`config.mk`:
```
export PLATFORM = sky130hd
export DESIGN_NAME = rx_cmd_decoder
export DESIGN_NICKNAME = d
export VERILOG_FILES = /design/src/rtl/sys_pkg.sv /design/src/rtl/rx_cmd_decoder.sv
export SDC_FILE = /design/constraint.sdc
export NUM_CORES = 1
export LEC_CHECK = 0
export ABC_AREA = 1
export CAP_MARGIN = 20
export CORE_ASPECT_RATIO = 1.2
export CORE_MARGIN = 2
export CORE_UTILIZATION = 31
export DETAILED_ROUTE_END_ITERATION = 6
export HOLD_SLACK_MARGIN = 0.02
export SYNTH_ARGS = -nofsm -noshare
export SYNTH_HDL_FRONTEND = slang
export SYNTH_SLANG_ARGS = --single-unit
```
`constraint.sdc`:
```
create_clock -name CLK -period 1.4 [get_ports CLK]
set_input_delay 0.28 -clock CLK [delete_from_list [all_inputs] [get_ports CLK]]
set_output_delay 0.28 -clock CLK [all_outputs]
set_load 0.1 [all_outputs]
```
`src/rtl/sys_pkg.sv`:
```
// Shared command opcodes, ALU operand addresses and decoder state encodings
// for the UART receive command path.
package sys_pkg;

  localparam logic [7:0] CMD_REG_WR  = 8'hAA;
  localparam logic [7:0] CMD_REG_RD  = 8'hBB;
  localparam logic [7:0] CMD_ALU_OP  = 8'hCC;
  localparam logic [7:0] CMD_ALU_NOP = 8'hDD;

  localparam int unsigned ALU_OPA_ADDR = 0;
  localparam int unsigned ALU_OPB_ADDR = 1;

  typedef enum logic [3:0] {
    IDLE      = 4'd0,
    WR_ADDR   = 4'd1,
    WR_DATA   = 4'd2,
    RD_ADDR   = 4'd3,
    RD_WAIT   = 4'd4,
    ALU_A     = 4'd5,
    ALU_B     = 4'd6,
    ALU_FUN_S = 4'd7,
    ALU_WAIT  = 4'd8
  } rxState_t;

endpackage

```
`src/rtl/rx_cmd_decoder.sv`:
```
// Decodes received command frames into register-file and ALU strobes.
// All outputs are registered, so every strobe appears one cycle after its byte.
module rx_cmd_decoder
  import sys_pkg::*;
#(
  parameter int Data_width = 8,
  parameter int ADDR_WIDTH = 4,
  parameter int FUN_WIDTH  = 4
) (
  input  logic                  CLK,
  input  logic                  RST,
  input  logic [Data_width-1:0] RX_P_DATA,
  input  logic                  RX_D_VLD,
  input  logic                  RdData_Valid,
  input  logic                  ALU_OUT_VLD,
  output logic [ADDR_WIDTH-1:0] Address,
  output logic                  WrEn,
  output logic                  RdEn,
  output logic [Data_width-1:0] WrData,
  output logic                  ALU_EN,
  output logic [FUN_WIDTH-1:0]  ALU_FUN,
  output logic                  CLK_EN,
  output logic [7:0]            DROP_CNT
);

  rxState_t r_state;
  rxState_t w_nextState;

  logic [ADDR_WIDTH-1:0] r_addrLatch;
  logic [ADDR_WIDTH-1:0] w_addrLatch;
  logic [ADDR_WIDTH-1:0] w_address;
  logic [Data_width-1:0] w_wrData;
  logic [FUN_WIDTH-1:0]  w_aluFun;
  logic                  w_wrEn;
  logic                  w_rdEn;
  logic                  w_aluEn;
  logic                  w_clkEn;
  logic                  w_drop;

  // Write address is held privately so Address only moves with a strobe.
  always_comb begin
    w_nextState = r_state;
    w_addrLatch = r_addrLatch;
    w_address   = Address;
    w_wrData    = WrData;
    w_aluFun    = ALU_FUN;
    w_wrEn      = 1'b0;
    w_rdEn      = 1'b0;
    w_aluEn     = 1'b0;
    w_clkEn     = CLK_EN;
    w_drop      = 1'b0;

    case (r_state)
      IDLE: begin
        if (RX_D_VLD) begin
          if (RX_P_DATA == Data_width'(CMD_REG_WR))       w_nextState = WR_ADDR;
          else if (RX_P_DATA == Data_width'(CMD_REG_RD))  w_nextState = RD_ADDR;
          else if (RX_P_DATA == Data_width'(CMD_ALU_OP))  w_nextState = ALU_A;
          else if (RX_P_DATA == Data_width'(CMD_ALU_NOP)) w_nextState = ALU_FUN_S;
          else                                            w_drop      = 1'b1;
        end
      end
      WR_ADDR: begin
        if (RX_D_VLD) begin
          w_addrLatch = RX_P_DATA[ADDR_WIDTH-1:0];
          w_nextState = WR_DATA;
        end
      end
      WR_DATA: begin
        if (RX_D_VLD) begin
          w_wrEn      = 1'b1;
          w_address   = r_addrLatch;
          w_wrData    = RX_P_DATA;
          w_nextState = IDLE;
        end
      end
      RD_ADDR: begin
        if (RX_D_VLD) begin
          w_rdEn      = 1'b1;
          w_address   = RX_P_DATA[ADDR_WIDTH-1:0];
          w_nextState = RD_WAIT;
        end
      end
      RD_WAIT: begin
        w_drop = RX_D_VLD;
        if (RdData_Valid) w_nextState = IDLE;
      end
      ALU_A: begin
        if (RX_D_VLD) begin
          w_wrEn      = 1'b1;
          w_address   = ADDR_WIDTH'(ALU_OPA_ADDR);
          w_wrData    = RX_P_DATA;
          w_nextState = ALU_B;
        end
      end
      ALU_B: begin
        if (RX_D_VLD) begin
          w_wrEn      = 1'b1;
          w_address   = ADDR_WIDTH'(ALU_OPB_ADDR);
          w_wrData    = RX_P_DATA;
          w_nextState = ALU_FUN_S;
        end
      end
      ALU_FUN_S: begin
        if (RX_D_VLD) begin
          w_aluEn     = 1'b1;
          w_aluFun    = RX_P_DATA[FUN_WIDTH-1:0];
          w_clkEn     = 1'b1;
          w_nextState = ALU_WAIT;
        end
      end
      ALU_WAIT: begin
        w_drop = RX_D_VLD;
        if (ALU_OUT_VLD) begin
          w_clkEn     = 1'b0;
          w_nextState = IDLE;
        end
      end
      default: w_nextState = IDLE;
    endcase
  end

  // State and every output register; reset abandons any partial command.
  always_ff @(posedge CLK or negedge RST) begin
    if (!RST) begin
      r_state     <= IDLE;
      r_addrLatch <= '0;
      Address     <= '0;
      WrEn        <= 1'b0;
      RdEn        <= 1'b0;
      WrData      <= '0;
      ALU_EN      <= 1'b0;
      ALU_FUN     <= '0;
      CLK_EN      <= 1'b0;
      DROP_CNT    <= 8'd0;
    end else begin
      r_state     <= w_nextState;
      r_addrLatch <= w_addrLatch;
      Address     <= w_address;
      WrEn        <= w_wrEn;
      RdEn        <= w_rdEn;
      WrData      <= w_wrData;
      ALU_EN      <= w_aluEn;
      ALU_FUN     <= w_aluFun;
      CLK_EN      <= w_clkEn;
      if (w_drop && (DROP_CNT != 8'hFF)) DROP_CNT <= DROP_CNT + 8'd1;
    end
  end

endmodule

```
# Word-level counts from Yosys, hierarchy flattened
# Index checks and enable logic that the tools add are counted.
# word_totals
input_bits	13
register_bits	36
word_cells	77
# op_classes
n_mux	31
addsub	1
n_reduce_logical	12
eq_ne	23
# ops
op	n
4-bit two-way mux	16
4-bit one-hot mux with 9 select lines	1
8-bit equality test (second input constant)	4
2-bit inequality test (second input constant)	9
4-bit by 3-bit equality test with 1-bit output (second input constant)	4
4-bit one-hot mux with 4 select lines	1
1-bit two-way mux	11
10-bit AND reduction	1
8-bit by 1-bit adder with 8-bit output (second input constant)	1
4-bit by 2-bit equality test with 1-bit output (second input constant)	2
8-bit inequality test (second input constant)	1
2-bit AND reduction	3
5-bit inequality test (second input constant)	1
5-bit AND reduction	1
4-bit by 1-bit equality test with 1-bit output (second input constant)	1
4-bit equality test (second input constant)	1
4-bit logical NOT	1
1-bit one-hot mux with 2 select lines	2
4-bit nonzero test	1
3-bit AND reduction	1
3-bit OR reduction	1
2-bit nonzero test	1
2-bit OR reduction	1
1-bit logical AND	1

# Longest topological paths before layout
# depth
ltp_word	8
mapped_depth	9
mapped_depth_nobuf	9

# Worst setup path after synthesis
# No wires, ideal clock.
# synth_path
path_kind	flip-flop to flip-flop
startpoint	register DROP_CNT[0]
endpoint	register DROP_CNT[2]
t_arrival_ns	1.918
setup_ns	0.067
period_less_slack_ns	1.985
path_slack_ns	-0.585
stages_incl_launch_ff	8
path_cell_list	dfrtp_1 > ha_1 > nand3_1 > nor3_2 > nor2_2 > nand2_4 > nand2_1 > nand2_1
# synth_via
elab_chain_cells	2
# synth_lines
item	line_no	rtl
start, declared	rx_cmd_decoder.sv:23	output logic [7:0] DROP_CNT
start signal, assigned	rx_cmd_decoder.sv:146	if (w_drop && (DROP_CNT != 8'hFF)) DROP_CNT <= DROP_CNT + 8'd1;
parallel branches: the longest is 2 deep, another holds 8-bit by 1-bit adder with 8-bit output	--	
# Parallel ways; which one is timed is not known.
# A chain may end at the register's enable or synchronous reset.

# Final worst setup path
# layout_path
startpoint	register DROP_CNT[4]
endpoint	register DROP_CNT[5]
# The elaborated chain is that of the path after synthesis.

==> parameters.txt <==
Parameter                              Value

Run status
  Run status    complete, but fails checks
  Violations in the final reports    setup timing

Timing
  Endpoints failing hold    0
  Remaining max-slew budget at the tightest pin    0.735
  Final critical-path required period    approximately 1.4 ns
  Setup TNS    -0.0156 ns
  Worst slew pin tran    0.397 ns
  Max Fclk    about 710 MHz
  Setup ws final    -0.0138 ns
  Period Utilization, post-route    1.01
  Unrepaired setup endpoints after global routing    yes
  Largest clock skew in the final design    approximately 0.0058 ns
  Count of final max-slew check failures    0
  Finish-stage setup viols    3

Synthesis
  Synth Net Count    between 200 and 250
  Count of state elements after synthesis    36
  Number of distinct standard cells referenced by the synthesized netlist    29
  Combined area of all synthesized cells    0.00182 mm^2
  Mean cell area of the mapped netlist    8.69 um^2
  Number of synthesis warnings    0
  Register area share after synthesis    0.494
  Gate Count Post-Synth    210

Critical path
  Top Family by Delay on Critical Path    simple AND/OR/NAND/NOR gates
  WP data required    ~1.6 ns
  Critical-path top delay cell    dfrtp_4
  Most used cell, CP    nor2_4
  Buf/Inv on CP    1
  CP Data Arrival Time    roughly 1.6 ns
  Critical path capture point type    flip-flop
  Delay of the slowest critical-path stage    around 0.44 ns
  Critical Path Fanout Max    5
  Crit path cell chain    nand2_4, nor2_4, nand3_2, nor3_4, nor2_4, buf_6, nand3_1, nand2_1
  Kind of launch point of the worst setup path    flip-flop
  Worst setup path class    reg2reg

Global route
  Number of antenna violations at the first check in global routing    0
  Global router's overall resource usage    0.151
  Overall overflow remaining after global route    0
  Number of global-route vias before repair    1,661
  Wire length of the first global-routing pass    between 7000 and 8000 um
  Pin count of the biggest net entering global routing    23

Min path
  Min-Delay Path Class    in2reg

Die
  Height of the die    ~90 um
  Die Span X    74.0 um
  Number of placement rows    30
  Number of top-level design ports    41
  Die Area    roughly 0.0065 mm^2
  Core area    about 0.0057 mm^2
  Initial standard-cell utilization of the core    0.322

Place
  Placed Instances    roughly 360
  Weighted congestion reported at the end of routability-driven placement    0.786
  Half-perimeter wire length after detailed placement    about 3400 um
  Number of I/O port buffers    40
  Area post-placement    between 0.002 and 0.003 mm^2

Cells and area
  Share of layout cells above drive strength 1    0.477
  Design Area, Final    0.00322 mm^2
  Top library cells by usage in the layout, fill and taps aside    49 x nand2_1, 30 x buf_4, 30 x buf_12, 25 x dfrtp_1, 18 x nand3_1
  Fin nets    around 310
  Flip-flop and latch area    roughly 930 um^2
  Antenna fix cells    0
  Multi-input gate area in the final layout    980 um^2
  Filler Cells Inserted    503
  Final cell utilization of the core    0.569
  Final non-filler cell total    roughly 380
  Most common library cell in the layout ignoring fill and taps    nand2_1
  Area overhead of the layout relative to synthesis    76.7%

Run
  Number of maximum-capacitance constraint violations    0

CTS
  Later-pin clock latency in the skew report    0.29 ns
  Clock tree from TritonCTS    done
  Clock input transition at the sequential cells of the worst setup and hold paths    0.07 ns
  Worst-case clock buffer depth    2
  Number of buffers created by CTS    5
  CTS H-tree depth    2
  CTS Root Cell    clkbuf_8
  Clock sinks    36

Drt
  Overall via count from detail_route    between 1,500 and 2,000
  Total wire length after detailed routing    4630 um
  DRC violations left    0
  Number of vias per cell    around 4.5
  Antenna-violating nets left    0
  Average wire per standard cell    roughly 12 um
  Detailed-routing iteration count for the pre-antenna-repair pass    4
  Initial detailed-routing violation count    88
[per-layer routing]
| metal | wire [um] | GRT usage | part of all wire |
|---|---|---|---|
| met5 | 0 | 0 | 0 |
| met4 | 75 | 0.0496 | 0.016 |
| met3 | 92 | 0.0322 | 0.020 |
| met2 | 2480 | 0.253 | 0.53 |
| met1 | 1990 | 0.192 | 0.43 |
[what timing repair did]
| item | in CTS | in global routing |
|---|---|---|
| hold buffers | 1 | 0 |
| cloned | 0 | 1 |
| resized for setup | 4 | 43 |
| hold endpoints to repair | 14 | 0 |
| setup buffers | 0 | 5 |
| pin swaps | 0 | 11 |
| endpoints found under the setup margin | 9 | 28 |
[synth_stat cells]
| master | n | area, um^2 |
|---|---|---|
| nand2_1 | 63 | 236 |
| dfrtp_1 | 36 | 901 |
| nand3_1 | 22 | 110 |
| inv_1 | 18 | 67.6 |
| nor2_1 | 14 | 52.6 |
| o21ai_0 | 11 | 55.1 |
| o21ai_2 | 7 | 61.3 |
| a31oi_1 | 4 | 25.0 |
| inv_2 | 4 | 15.0 |
| xor2_1 | 4 | 35.0 |
| nand2_2 | 3 | 18.8 |
| nand2_4 | 3 | 33.8 |
| nor2_4 | 3 | 33.8 |
| nand4_1 | 2 | 12.5 |
| xnor2_1 | 2 | 17.5 |
| a21oi_1 | 1 | 5.00 |
| a21oi_2 | 1 | 8.76 |
| a21oi_4 | 1 | 16.3 |
| a2bb2oi_1 | 1 | 8.76 |
| buf_6 | 1 | 11.3 |
| ha_1 | 1 | 12.5 |
| nand3_2 | 1 | 10.0 |
| nand3_4 | 1 | 17.5 |
| nand3b_1 | 1 | 7.51 |
| nand4_4 | 1 | 21.3 |
| nor2_2 | 1 | 6.26 |
| nor3_2 | 1 | 10.0 |
| o22ai_1 | 1 | 6.26 |
| o31ai_1 | 1 | 7.51 |
[sequential cells by signal, summed over array words and instances, names as in the netlist, 4 cells and up]
signal       cells
ALU_FUN          4
Address          4
DROP_CNT         8
WrData           8
r_addrLatch      4
r_state          4
[worst reg2reg max path, delay by kind of cell (launching register included)]
kind	cells	cell delay (ns)
and+or+nand+nor	7	0.73
DFF	1	0.44
buffers and inverters	1	0.14
[metrics by stage]
step                hold WS (ns)  setup slack [ns]
finish                     0.358           -0.0138
CTS                        0.443           0.00397
detailed placement         0.223            -0.299
floorplan                -0.0156            -0.100
global placement           0.219            -0.245
global route               0.365           -0.0884
[kinds of logic (layout without fill, tap and decap cells)]
logic type      after synthesis  count (layout)  share of synthesized area
compound gates               28              28                      0.106
xor+xnor                      6               6                     0.0288
fa+ha+maj                     1               1                    0.00686
buf+inv                      23             110                     0.0514
flops                        36              36                      0.494
simple gates                116             117                      0.313
[final cells by class]
type                    count  share of cell area
clock buffers               7              0.0268
clock inverters             1             0.00233
inverters                  22              0.0256
multi-input cells         152               0.304
flip-flops and latches     36               0.288
well taps                  80              0.0311
repair buffers             80               0.322
[path summary, 6_finish.rpt]
check	cells after the start	slack (ns)	end	startpoint
max	8	-0.01	DROP_CNT[5]	DROP_CNT[4]
min	3	0.36	Address[2]	RX_P_DATA[2]
max reg2reg	8	-0.01	DROP_CNT[5]	DROP_CNT[4]
min reg2reg	2	0.49	r_addrLatch[1]	r_addrLatch[1]
max in group asynchronous	3	0.48	DROP_CNT[3]	RST
min in group asynchronous	2	0.45	WrData[5]	RST
Power is left out: the tool's default activity adds up to more than one toggle a clock period on the data nets, which glitch-free logic cannot reach.
